===== src/rtl/demux14_buf.sv =====
// demux14_buf: 1-to-4 valid/ready demultiplexer with a one-beat register per output lane.
// Each accepted input beat goes to one lane, chosen by sel or by an internal round-robin pointer.
// Ports:
//   clk, rst             clock; synchronous active-high reset
//   in_valid/in_ready    input stream handshake (in_ready is combinational)
//   in_data[WIDTH]       input beat data
//   sel[2], auto_en      lane select / round-robin enable
//   cur_sel[2]           current target lane (combinational)
//   out_valid[4]         per-lane beat held (bit0=a .. bit3=d)
//   out_ready[4]         per-lane consumer ready
//   out_a..out_d[WIDTH]  registered lane data
module demux14_buf #(
  parameter int unsigned WIDTH = 4
) (
  input  logic             clk,
  input  logic             rst,
  input  logic             in_valid,
  output logic             in_ready,
  input  logic [WIDTH-1:0] in_data,
  input  logic [1:0]       sel,
  input  logic             auto_en,
  output logic [1:0]       cur_sel,
  output logic [3:0]       out_valid,
  input  logic [3:0]       out_ready,
  output logic [WIDTH-1:0] out_a,
  output logic [WIDTH-1:0] out_b,
  output logic [WIDTH-1:0] out_c,
  output logic [WIDTH-1:0] out_d
);

  localparam int unsigned LANES = 4;

  typedef enum logic {
    EMPTY = 1'b0,
    FULL  = 1'b1
  } lane_state_t;

  lane_state_t      state_q [LANES];
  lane_state_t      state_d [LANES];
  logic [WIDTH-1:0] data_q  [LANES];
  logic [1:0]       rr_ptr_q;
  logic [1:0]       rr_ptr_d;
  logic [1:0]       tgt;
  logic             accept;

  // Target lane and input handshake; a full target that is draining can still accept.
  always_comb begin
    tgt      = auto_en ? rr_ptr_q : sel;
    in_ready = !rst && ((state_q[tgt] == EMPTY) || out_ready[tgt]);
    accept   = in_valid && in_ready;
  end

  assign cur_sel = tgt;

  // Lane next-state: drain first, then a load on the target overrides to FULL.
  always_comb begin
    for (int unsigned i = 0; i < LANES; i++) begin
      state_d[i] = state_q[i];
      if ((state_q[i] == FULL) && out_ready[i]) begin
        state_d[i] = EMPTY;
      end
      if (accept && (tgt == 2'(i))) begin
        state_d[i] = FULL;
      end
    end
    rr_ptr_d = rr_ptr_q;
    if (accept && auto_en) begin
      rr_ptr_d = rr_ptr_q + 2'(1);
    end
  end

  // State, data and pointer registers.
  always_ff @(posedge clk) begin
    if (rst) begin
      for (int unsigned i = 0; i < LANES; i++) begin
        state_q[i] <= EMPTY;
        data_q[i]  <= '0;
      end
      rr_ptr_q <= 2'd0;
    end else begin
      for (int unsigned i = 0; i < LANES; i++) begin
        state_q[i] <= state_d[i];
      end
      if (accept) begin
        data_q[tgt] <= in_data;
      end
      rr_ptr_q <= rr_ptr_d;
    end
  end

  // Outputs are straight from flops.
  always_comb begin
    for (int unsigned i = 0; i < LANES; i++) begin
      out_valid[i] = (state_q[i] == FULL);
    end
  end

  assign out_a = data_q[0];
  assign out_b = data_q[1];
  assign out_c = data_q[2];
  assign out_d = data_q[3];

endmodule


===== config.mk =====
export PLATFORM = sky130hd
export DESIGN_NAME = demux14_buf
export DESIGN_NICKNAME = d
export VERILOG_FILES = /design/src/rtl/demux14_buf.sv
export SDC_FILE = /design/constraint.sdc
export NUM_CORES = 1
export LEC_CHECK = 0
export CAP_MARGIN = 20
export CORE_MARGIN = 4
export CORE_UTILIZATION = 45
export DETAILED_ROUTE_END_ITERATION = 8
export GPL_ROUTABILITY_DRIVEN = 0
export PLACE_DENSITY = 0.78
export RECOVER_POWER = 50
export SLEW_MARGIN = 10
export SYNTH_ARGS = -nofsm -noshare
export SYNTH_HDL_FRONTEND = slang
export SYNTH_SLANG_ARGS = --single-unit

===== constraint.sdc =====
create_clock -name clk -period 3.7 [get_ports clk]
set_input_delay 0.74 -clock clk [delete_from_list [all_inputs] [get_ports clk]]
set_output_delay 0.74 -clock clk [all_outputs]
set_load 0.01 [all_outputs]

### Yosys cells after proc, flatten, opt, wreduce, memory -nomap -nowiden

Memory sizes are Yosys's and may differ from the RTL's.
Index checks and enable logic that the tools add are counted.
Widths: inputs -> output; s select.

* memories kept: 2
* output and inout bits: 23
* bits of input ports: 14
* RAM bits: 20
* bits in registers: 2

Memory list
* data_q: words 4, bits a word 4, rd ports 4, clocked after Yosys merged registers in 0, write ports 4, line 40 `logic [WIDTH-1:0] data_q [LANES];`
* state_q: words 4, bits a word 1, rd ports 5, clocked after Yosys merged registers in 0, write ports 4, line 38 `lane_state_t state_q [LANES];`

* reductions and logical operators: 15
* multiplexer cells: 24
* bitwise logic cells: 5
* $lt $le $gt $ge: 1
* add/sub/neg operators: 1
* equality and inequality tests: 3

Operators by type and width (count)
* $mux 1: 20
* $logic_and 1x1->1: 11
* $eq 2x2->1 const B: 2
* $mux 2: 2
* $mux 4: 1
* $or 1x1->1: 4
* $reduce_or 4->1: 1
* $lt 2x3->1 const B: 1
* $add 2x1->2 const B: 1
* $bmux 1 s2: 1
* $eq 2x1->1 const B: 1
* $logic_not 2->1: 1
* $logic_not 1->1: 1
* $logic_or 1x1->1: 1
* $not 1->1: 1

### Logic depth before layout (Yosys ltp)

Gate-level depths: netlist of the first run.

* depth in word-level cells: 11
* gate-level depth with buffers: 5
* gate-level depth less buffers: 5

### Worst setup path after synthesis of the first run

No wires, ideal clock.

* path type: input to output
* start point: input port auto_en
* end point: output port in_ready
* path slack: 1.174 ns
* path buffers: 0
* arrival: 1.786 ns
* stages: 4
* cell sequence: mux2i_1 -> inv_1 -> mux2i_4 -> nor2_1

* word-level cells in the longest chain between the ends: 5

RTL lines
* start: declaration: line 21 `input logic auto_en,`
* $mux 2 (*): line 48 `tgt = auto_en ? rr_ptr_q : sel;`
* via cur_sel[0]: line 22 `output logic [1:0] cur_sel,`
* $mem_v2 4x1 or $bmux 1 s2 (tied branches)
* $not 1->1 or $mux 1 (tied branches): line 49 `in_ready = !rst && ((state_q[tgt] == EMPTY) || out_ready[tgt]);`
* $logic_or 1x1->1 (*): line 49
* $logic_and 1x1->1 (*): line 49
* end: declaration: line 18 `output logic in_ready,`

Mark *: on every way through the listed nets, which the timed path passes. The rest lies on a longest branch. The select of a mux whose other input is x is not followed.

### Worst setup path after layout of the first run

* start point: input port auto_en
* end point: output port in_ready

* word-level cells in the longest chain between the ends: 5

RTL lines (line)
* $mux 2 (*): 48
* $mem_v2 4x1 or $bmux 1 s2 (tied branches)
* $not 1->1 or $mux 1 (tied branches): 49
* $logic_or 1x1->1 (*): 49
* $logic_and 1x1->1 (*): 49

Mark *: on every way between the ends. The rest lies on a longest branch, timed or not. The select of a mux whose other input is x is not followed.

==> results of run 1 <==
==> through the flow <==
step / cell area (um2) / instances / util / hold slack (ns)
2_1_floorplan: 996 / 88 / - / 0.473
3_3_place_gp: 1370 / 147 / 0.676 / 0.499
3_5_place_dp: 1370 / 147 / 0.676 / 0.508
4_1_cts: 1400 / 151 / 0.694 / 0.524
5_1_grt: 1400 / 151 / 0.692 / 0.559
6_report: 1400 / 151 / 0.692 / 0.524
==> kinds of logic after synthesis <==
group           synth area share
compound gates            0.0930
mux                       0.0716
flops                      0.603
simple gates               0.185
buf+inv                   0.0477
==> state kept, by name, summed over array words and instances (netlist names) <==
signal    cells
data_q       16
rr_ptr_q      2
state_q       4
==> cell type report <==
type	count	share of cell area
Inverter	2	0.00715
Multi-Input combinational cell	58	0.248
Timing Repair Buffer	38	0.265
Tap cell	27	0.0241
Sequential cell	22	0.429
Clock buffer	4	0.0259
==> metal layers <==
| metal | part of all wire | GRT usage | routed length, um | vias up |
|---|---|---|---|---|
| li1 | - | - | - | 377 |
| met1 | 0.42 | 0.177 | 827 | 348 |
| met2 | 0.46 | 0.240 | 915 | 45 |
| met3 | 0.12 | 0.0375 | 234 | 0 |
| met4 | 0 | 0.0486 | 0 | 0 |
| met5 | 0 | 0 | 0 | - |
==> worst max-delay path: stages <==
cell and delay (ns):
clkdlybuf4s50_1 0.56, mux2i_2 0.31, inv_4 0.10, mux2_4 0.34
mux2i_4 0.22, nor2_1 0.07, clkdlybuf4s50_1 0.49
==> worst max-delay path by stage <==
stage	slack [ns]	end
after floorplan	1.17	in_ready
after detailed placement	0.16	in_ready
after global placement	0.21	in_ready
final	0.14	in_ready
after CTS	0.14	in_ready
after global routing	0.07	in_ready
==> Yosys cell counts <==
cell	instances
a2111oi_2	1
mux2_4	1
o21bai_1	1
nor2b_1	3
a31o_2	1
nand3_1	5
or2b_2	1
mux2i_2	1
a21o_1	1
a31oi_1	1
nand2b_1	2
inv_4	1
and3_2	1
clkbuf_1	2
nand2_1	8
a21oi_1	5
a41o_2	2
dfxtp_1	6
nor2_1	20
edfxtp_1	16
inv_1	1
mux2i_1	2
mux2i_4	1
nor2_2	1
buf_4	4
==> cells in the final DEF, fill, tap and decap left out, types with 3 or more instances in the layout <==
| cell | n |
|---|---|
| dlygate4sd3_1 | 20 |
| clkdlybuf4s50_1 | 16 |
| nor2_1 | 20 |
| dfxtp_1 | 6 |
| a21oi_1 | 5 |
| nand3_1 | 5 |
| clkbuf_4 | 3 |
| nand2_1 | 8 |
| edfxtp_1 | 16 |
| nor2b_1 | 3 |
==> power breakdown <==
group          switching [mW]  internal (mW)
registers             0.00416          0.280
logic                  0.0460         0.0483
clock network          0.0657         0.0599
==> results.cfg, run 1 <==
[synth]
ys_top_cells_by_area = edfxtp_1 48%, dfxtp_1 12%, nor2_1 7.5%, buf_4 3.0%, nand2_1 3.0%
synth.top_cell.area_share = 0.482
syn_nets = 102
yosysSeqAreaShare = 0.603
syn-instance-count = 88
synth.avg_cell_area_um2 = 11.3
netlist_area_um2 = 996
synth_cell_types = 25
yosys_warnings = 0
synth_largest_area_cell = edfxtp_1
synth_seq_cells = 22

[sta]
period_minus_slack_ns = 3.56
tightest_slew_ns = 0.431
fin_crit_sh = 0.963
fin_skew_ns = 0.00586
max_freq_ghz = 0.281
tns_ns = 0
hold_viol = 0
fin_ws_ns = 0.137
rsz0062_at_grt = false
max_slew_margin = 0.712
setup_viol = 0
slew_violations = 0

[power]
ir_worst_vdd_v = 0.000235
p_per_area_mw_per_mm2 = 360
p_leak_nw = 0.548
total_power_uw = 504

[global_route]
grt_max_degree = 13
grt_util_all_layers = 0.143
overflow = 0
antenna_found_initial = 0
grt_pass1_wl_um = 3020
grt_pass1_vias = 717

[layout]
seqCellArea_um2 = 601
multi_input_area_um2 = 348
n_antenna_cell = 0
final_nets = 139
final_layout_size_suffix_gt1_frac = 0.129
area_delta_synth_final_pct = 40.6
nFillCells = 156

[hold_path]
worstHoldPathCells = 2
min_from = rr_ptr_q[1]$_SDFFE_PP0P_
whs_endpoint = rr_ptr_q[1]$_SDFFE_PP0P_
hold_class = flop to flop

[status]
status = finished, final reports clean

[cts]
cts_resized = 0
holdBufCountCts = 0
cts_tree = yes
clk_pin_slew_ns = 0.11
clock_latency_ns = 0.30
cts_sinks = 22
postCtsSetupRepairBufs = 0
h-tree-depth = 1
cts-buffers-inserted = 3
clockBufferDepth = 2
root_buffer = clkbuf_4

[job]
max_cap_viol_count = 0

[critical_path]
r2r-start = rr_ptr_q[1]$_SDFFE_PP0P_
worstSetupEndpointType = output pin
worstPathMaxFanout = 8
arrival_ns = 2.82
crit_type = input pin to output pin
required_ns = 2.96
crit_start = auto_en
start_kind = input pin
r2r-end = data_q[3][3]$_DFFE_PP_
reg2reg_slack_ns = 2.12
r2r_cells = 5

[floorplanning]
row_count = 16
start_util = 0.493
dieArea_mm2 = 0.00303
die_h_um = 55.0
core-area_mm2 = 0.00202
boundaryPins = 37
die_w_um = 55.0

[route]
vias_per_cell = 5.10
wl_per_cell_um = 13.1
vias = 770
ant_nets = 0
drc_errors = 0
drtIter0Drc = 32
finalWirelength_um = 1980
first_pass_iters = 4

[placement]
preCtsSetupSlack_ns = 0.155
portBuffers = 36
dpl.hpwl_um = 1510
(Power assumes the default switching activity.)
==> run 2: changes to the inputs <==
- PLACE_DENSITY: 0.78 -> 0.92
- SETUP_SLACK_MARGIN: unset -> 0.3
==> run 2 against run 1 <==
- setup slack better by 0.23 ns
- power down 2.2%
- clock skew down 0.0020 ns
- non-clock buffer count unchanged
- first-iteration DRC count down 47%
- sequential power about the same
- clock power down 12%
- sequential share of layout area up 0.46 points
- global-route usage up 0.12 points
- register-to-register slack about the same
- wire length up 1.9%
==> results.cfg, run 2 (same netlist as run 1, synthesis figures left out) <==
[status]
status = finished, final reports clean

[floorplanning]
die_h_um = 55.0
dieArea_mm2 = 0.00303
boundaryPins = 37
start_util = 0.493
row_count = 16
core-area_mm2 = 0.00202
die_w_um = 55.0

[layout]
n_antenna_cell = 0
largest_reg_flops = 16
reg_top3 = data_q (16), state_q (4), rr_ptr_q (2)
final_nets = 139
area_delta_synth_final_pct = 39.1
largest-register = data_q
nFillCells = 155
final_layout_size_suffix_gt1_frac = 0.113
final_cells = 151
final_cell_mix = 33 x clkdlybuf4s50_1, 20 x nor2_1, 16 x edfxtp_1
final_common_cell = clkdlybuf4s50_1

[cts]
postCtsSetupRepairBufs = 0
cts_tree = yes
root_buffer = clkbuf_4
clockBufferDepth = 2
h-tree-depth = 1
cts-buffers-inserted = 3
cts_sinks = 22
clk_pin_slew_ns = 0.11
clock_latency_ns = 0.31

[sta]
fin_crit_sh = 0.900
tightest_slew_ns = 0.424
max_slew_margin = 0.716
tns_ns = 0
fin_skew_ns = 0.00388
max_freq_ghz = 0.300
holdWs_ns = 0.505
hold_viol = 0
period_minus_slack_ns = 3.33
fin_ws_ns = 0.371
setup_viol = 0
slew_violations = 0
rsz0062_at_grt = false

[critical_path]
reg2reg_slack_ns = 2.11
critical_path.endpoint = in_ready
r2r-end = data_q[3][3]$_DFFE_PP_
worstSetupEndpointType = output pin
crit_type = input pin to output pin
crit_start = sel[1]
start_kind = input pin
arrival_ns = 2.59
r2r-start = rr_ptr_q[1]$_SDFFE_PP0P_
worstPathMaxFanout = 8
r2r_cells = 5
required_ns = 2.96

[global_route]
grt_util_all_layers = 0.144
grt_pass1_vias = 726
grt_max_degree = 13
antenna_found_initial = 0
overflow = 0
grt_pass1_wl_um = 2960

[power]
p_per_area_mw_per_mm2 = 356
p_leak_nw = 0.513
total_power_uw = 493
ir_worst_vdd_v = 0.000180

[placement]
preCtsSetupSlack_ns = 0.188
portBuffers = 36
dpl.hpwl_um = 1580
dp.cells = 147

[route]
drtIter0Drc = 17
vias_per_cell = 4.97
vias = 751
ant_nets = 0
finalWirelength_um = 2010
first_pass_iters = 4
wl_per_cell_um = 13.3
drc_errors = 0

[hold_path]
hold_class = flop to flop

[job]
max_cap_viol_count = 0
## run 2: cell types whose count changed in the layout (fill, tap and decap cells not counted), sizes merged
cell / previous run / this run
clkinv: 0 / 1
clkdlybuf4s50: 16 / 33
dlygate4sd3: 20 / 2
dlygate4sd2: 0 / 1
clkbuf: 5 / 4
## run 2: layer usage
layer | global-route usage | vias to the layer above | part of all wire
li1 | - | 377 | -
met1 | 0.143 | 330 | 0.37
met2 | 0.264 | 37 | 0.51
met3 | 0.0214 | 7 | 0.081
met4 | 0.113 | 0 | 0.040
met5 | 0 | - | 0
## run 2: what timing repair did
| action | CTS | global route |
|---|---|---|
| hold buffers | 0 | 0 |
| endpoints found under the setup margin | 1 | 0 |
| resized for setup | 1 | 0 |
## run 2: area by class of cell
cell class / instances / area [um2] / area share
clock buffer: 3 / 22.5 / 0.0163
clock inverter: 1 / 3.75 / 0.00271
inverter: 2 / 10.0 / 0.00723
multi-input combinational: 58 / 344 / 0.248
sequential: 22 / 601 / 0.434
tap: 27 / 33.8 / 0.0244
timing repair buffer: 38 / 370 / 0.267
## run 2: report_power, final
| part | switching, mW | total (mW) | leakage [nW] | internal (mW) |
|---|---|---|---|---|
| clock network | 0.0717 | 0.111 | 0.0154 | 0.0395 |
| registers | 0.00489 | 0.285 | 0.217 | 0.280 |
| logic | 0.0450 | 0.0970 | 0.281 | 0.0519 |
| total | 0.122 | 0.493 | 0.513 | 0.371 |
## run 2: critical path, cell delays in order
cell and delay (ns):
clkdlybuf4s50_1 0.40, mux2i_1 0.27, inv_4 0.10, mux2_4 0.33, mux2i_4 0.20, nor2_1 0.06, clkdlybuf4s50_1 0.49
## run 2: worst min path at each step
stage                        startpoint                       end  slack [ns]  cells after the start
2_1_floorplan  rr_ptr_q[1]$_SDFFE_PP0P_  rr_ptr_q[1]$_SDFFE_PP0P_        0.47                      2
3_3_place_gp   rr_ptr_q[1]$_SDFFE_PP0P_  rr_ptr_q[1]$_SDFFE_PP0P_        0.49                      2
3_5_place_dp   rr_ptr_q[1]$_SDFFE_PP0P_  rr_ptr_q[1]$_SDFFE_PP0P_        0.49                      2
4_1_cts        rr_ptr_q[1]$_SDFFE_PP0P_  rr_ptr_q[1]$_SDFFE_PP0P_        0.51                      2
5_1_grt        rr_ptr_q[1]$_SDFFE_PP0P_  rr_ptr_q[1]$_SDFFE_PP0P_        0.53                      2
6_report       rr_ptr_q[1]$_SDFFE_PP0P_  rr_ptr_q[1]$_SDFFE_PP0P_        0.50                      2
## run 2: stage by stage
step	instance area [um2]	utilization
floorplan	996	-
global placement	1370	0.676
detailed placement	1370	0.676
CTS	1390	0.689
global route	1390	0.685
finish	1390	0.685
==> run 3: changes to the inputs <==
- CELL_PAD_IN_SITES_DETAIL_PLACEMENT: unset -> 1
- CELL_PAD_IN_SITES_GLOBAL_PLACEMENT: unset -> 1
- CORE_ASPECT_RATIO: unset -> 2
- CORE_UTILIZATION: 45 -> 35
- PLACE_DENSITY: 0.92 -> 0.94
==> run 3 against run 2 <==
- critical path depth unchanged
- cell count increased by 2.6%
- count of clock-buffer cells in the layout increased by 1
==> results.cfg, run 3 (same netlist as run 1, synthesis figures left out) <==
[floorplanning]
die_h_um = 83.4
dieArea_mm2 = 0.00381
core-area_mm2 = 0.00274
die_w_um = 45.7
start_util = 0.364
boundaryPins = 37
row_count = 27

[critical_path]
crit_top_cell = clkdlybuf4s50_1
r2r-start = rr_ptr_q[1]$_SDFFE_PP0P_
worstPathMaxFanout = 8
reg2reg_slack_ns = 2.03
crit_chain = clkdlybuf4s50_1 > mux2i_1 > inv_4 > mux2_4 > mux2i_4 > nor2_1 > clkdlybuf4s50_1
crit_slowest_cell = clkdlybuf4s50_1
crit_type = input pin to output pin
r2r-end = data_q[3][0]$_DFFE_PP_
worstSetupEndpointType = output pin
arrival_ns = 2.65
r2r_cells = 5
start_kind = input pin
path_buf_inv = 3
max_stage_delay_ns = 0.47
required_ns = 2.96
cpLargestDelayFamily = buffers and inverters

[sta]
slew_violations = 0
fin_ws_ns = 0.314
fin_skew_ns = 0.000726
setup_viol = 0
tns_ns = 0
period_minus_slack_ns = 3.39
fin_crit_sh = 0.915
hold_viol = 0
tightest_slew_ns = 0.358
max_slew_margin = 0.755
rsz0062_at_grt = false
max_freq_ghz = 0.295

[placement]
dp.cells = 150
dpl.hpwl_um = 2160
preCtsSetupSlack_ns = 0.137
portBuffers = 36
postPlaceCellArea_mm2 = 0.00138

[global_route]
grt_util_all_layers = 0.150
grt_pass1_vias = 857
overflow = 0
grt_pass1_wl_um = 4120
grt_max_degree = 13
antenna_found_initial = 0

[layout]
largest_reg_flops = 16
final_cell_mix = 20 x nor2_1, 20 x dlygate4sd3_1, 16 x edfxtp_1
multi_input_area_um2 = 344
area_delta_synth_final_pct = 42.7
reg_top3 = data_q (16), state_q (4), rr_ptr_q (2)
final_layout_size_suffix_gt1_frac = 0.127
nFillCells = 299
n_antenna_cell = 0
seqCellArea_um2 = 601
final_nets = 141
largest-register = data_q
stdcell_area_mm2 = 0.00142
final_cells = 155

[job]
max_cap_viol_count = 0

[cts]
cts_tree = yes
h-tree-depth = 1
clk_pin_slew_ns = 0.08
cts_sinks = 22
holdBufCountCts = 0
clockBufferDepth = 2
cts-buffers-inserted = 3
root_buffer = clkbuf_8
clock_latency_ns = 0.26

[route]
finalWirelength_um = 2630
drc_errors = 0
vias_per_cell = 5.16
vias = 800
drtIter0Drc = 20
ant_nets = 0
first_pass_iters = 4
wl_per_cell_um = 17.0

[hold_path]
whs_endpoint = rr_ptr_q[1]$_SDFFE_PP0P_
min_from = rr_ptr_q[1]$_SDFFE_PP0P_
hold_class = flop to flop
worstHoldPathCells = 2

[status]
status = finished, final reports clean

[power]
p_leak_nw = 0.562
total_power_uw = 535
ir_worst_vdd_v = 0.000195
p_per_area_mw_per_mm2 = 376
run 3: changes by cell type in the layout (fill, tap and decap cells not counted), moves of 2 or more:
cell and change:
clkdlybuf4s50_1 -18, clkbuf_8 +3, clkbuf_4 -3, dlygate4sd3_1 +18, buf_4 +2
run 3: timing repair:
| action | CTS | global route |
|---|---|---|
| setup endpoints to repair | 1 | 1 |
| hold endpoints to repair | 0 | 0 |
| gates resized for setup | 1 | 1 |
| setup buffers | 1 | 0 |
run 3: worst min-delay path: stages (launching register included):
cell and delay, ns:
dfxtp_1 0.35, nand2_1 0.07, a21oi_1 0.06
run 3: where the power goes:
group / leakage, nW / switching [mW] / internal (mW)
sequential: 0.217 / 0.00489 / 0.280
combinational: 0.323 / 0.0487 / 0.0489
clock: 0.0228 / 0.0758 / 0.0769
total: 0.562 / 0.129 / 0.405
run 3: final cells by class:
type                            count  share of cell area
Tap cell                           29              0.0255
Timing Repair Buffer               40               0.271
Clock buffer                        4              0.0317
Sequential cell                    22               0.423
Inverter                            2             0.00704
Multi-Input combinational cell     58               0.242
run 3: worst max-delay path by stage:
| stage | startpoint | to | slack [ns] | depth (start not counted) |
|---|---|---|---|---|
| after floorplan | auto_en | in_ready | 1.17 | 4 |
| after global placement | auto_en | in_ready | 0.23 | 7 |
| after detailed placement | auto_en | in_ready | 0.14 | 7 |
| after CTS | sel[1] | in_ready | 0.35 | 7 |
| after global routing | sel[1] | in_ready | 0.22 | 7 |
| final | sel[1] | in_ready | 0.31 | 7 |
run 3: layer usage:
metal,GRT usage,vias up,part of all wire,wire [um]
met3,0.0195,7,0.051,134
li1,-,381,-,-
met5,0,-,0,0
met4,0.0803,0,0.030,78
met1,0.145,378,0.34,883
met2,0.278,34,0.58,1530
run 3: per-stage QoR:
stage          utilization  hold slack, ns
2_1_floorplan            -           0.473
5_1_grt              0.519           0.565
3_3_place_gp         0.503           0.492
6_report             0.519           0.530
3_5_place_dp         0.503           0.522
4_1_cts              0.522           0.532
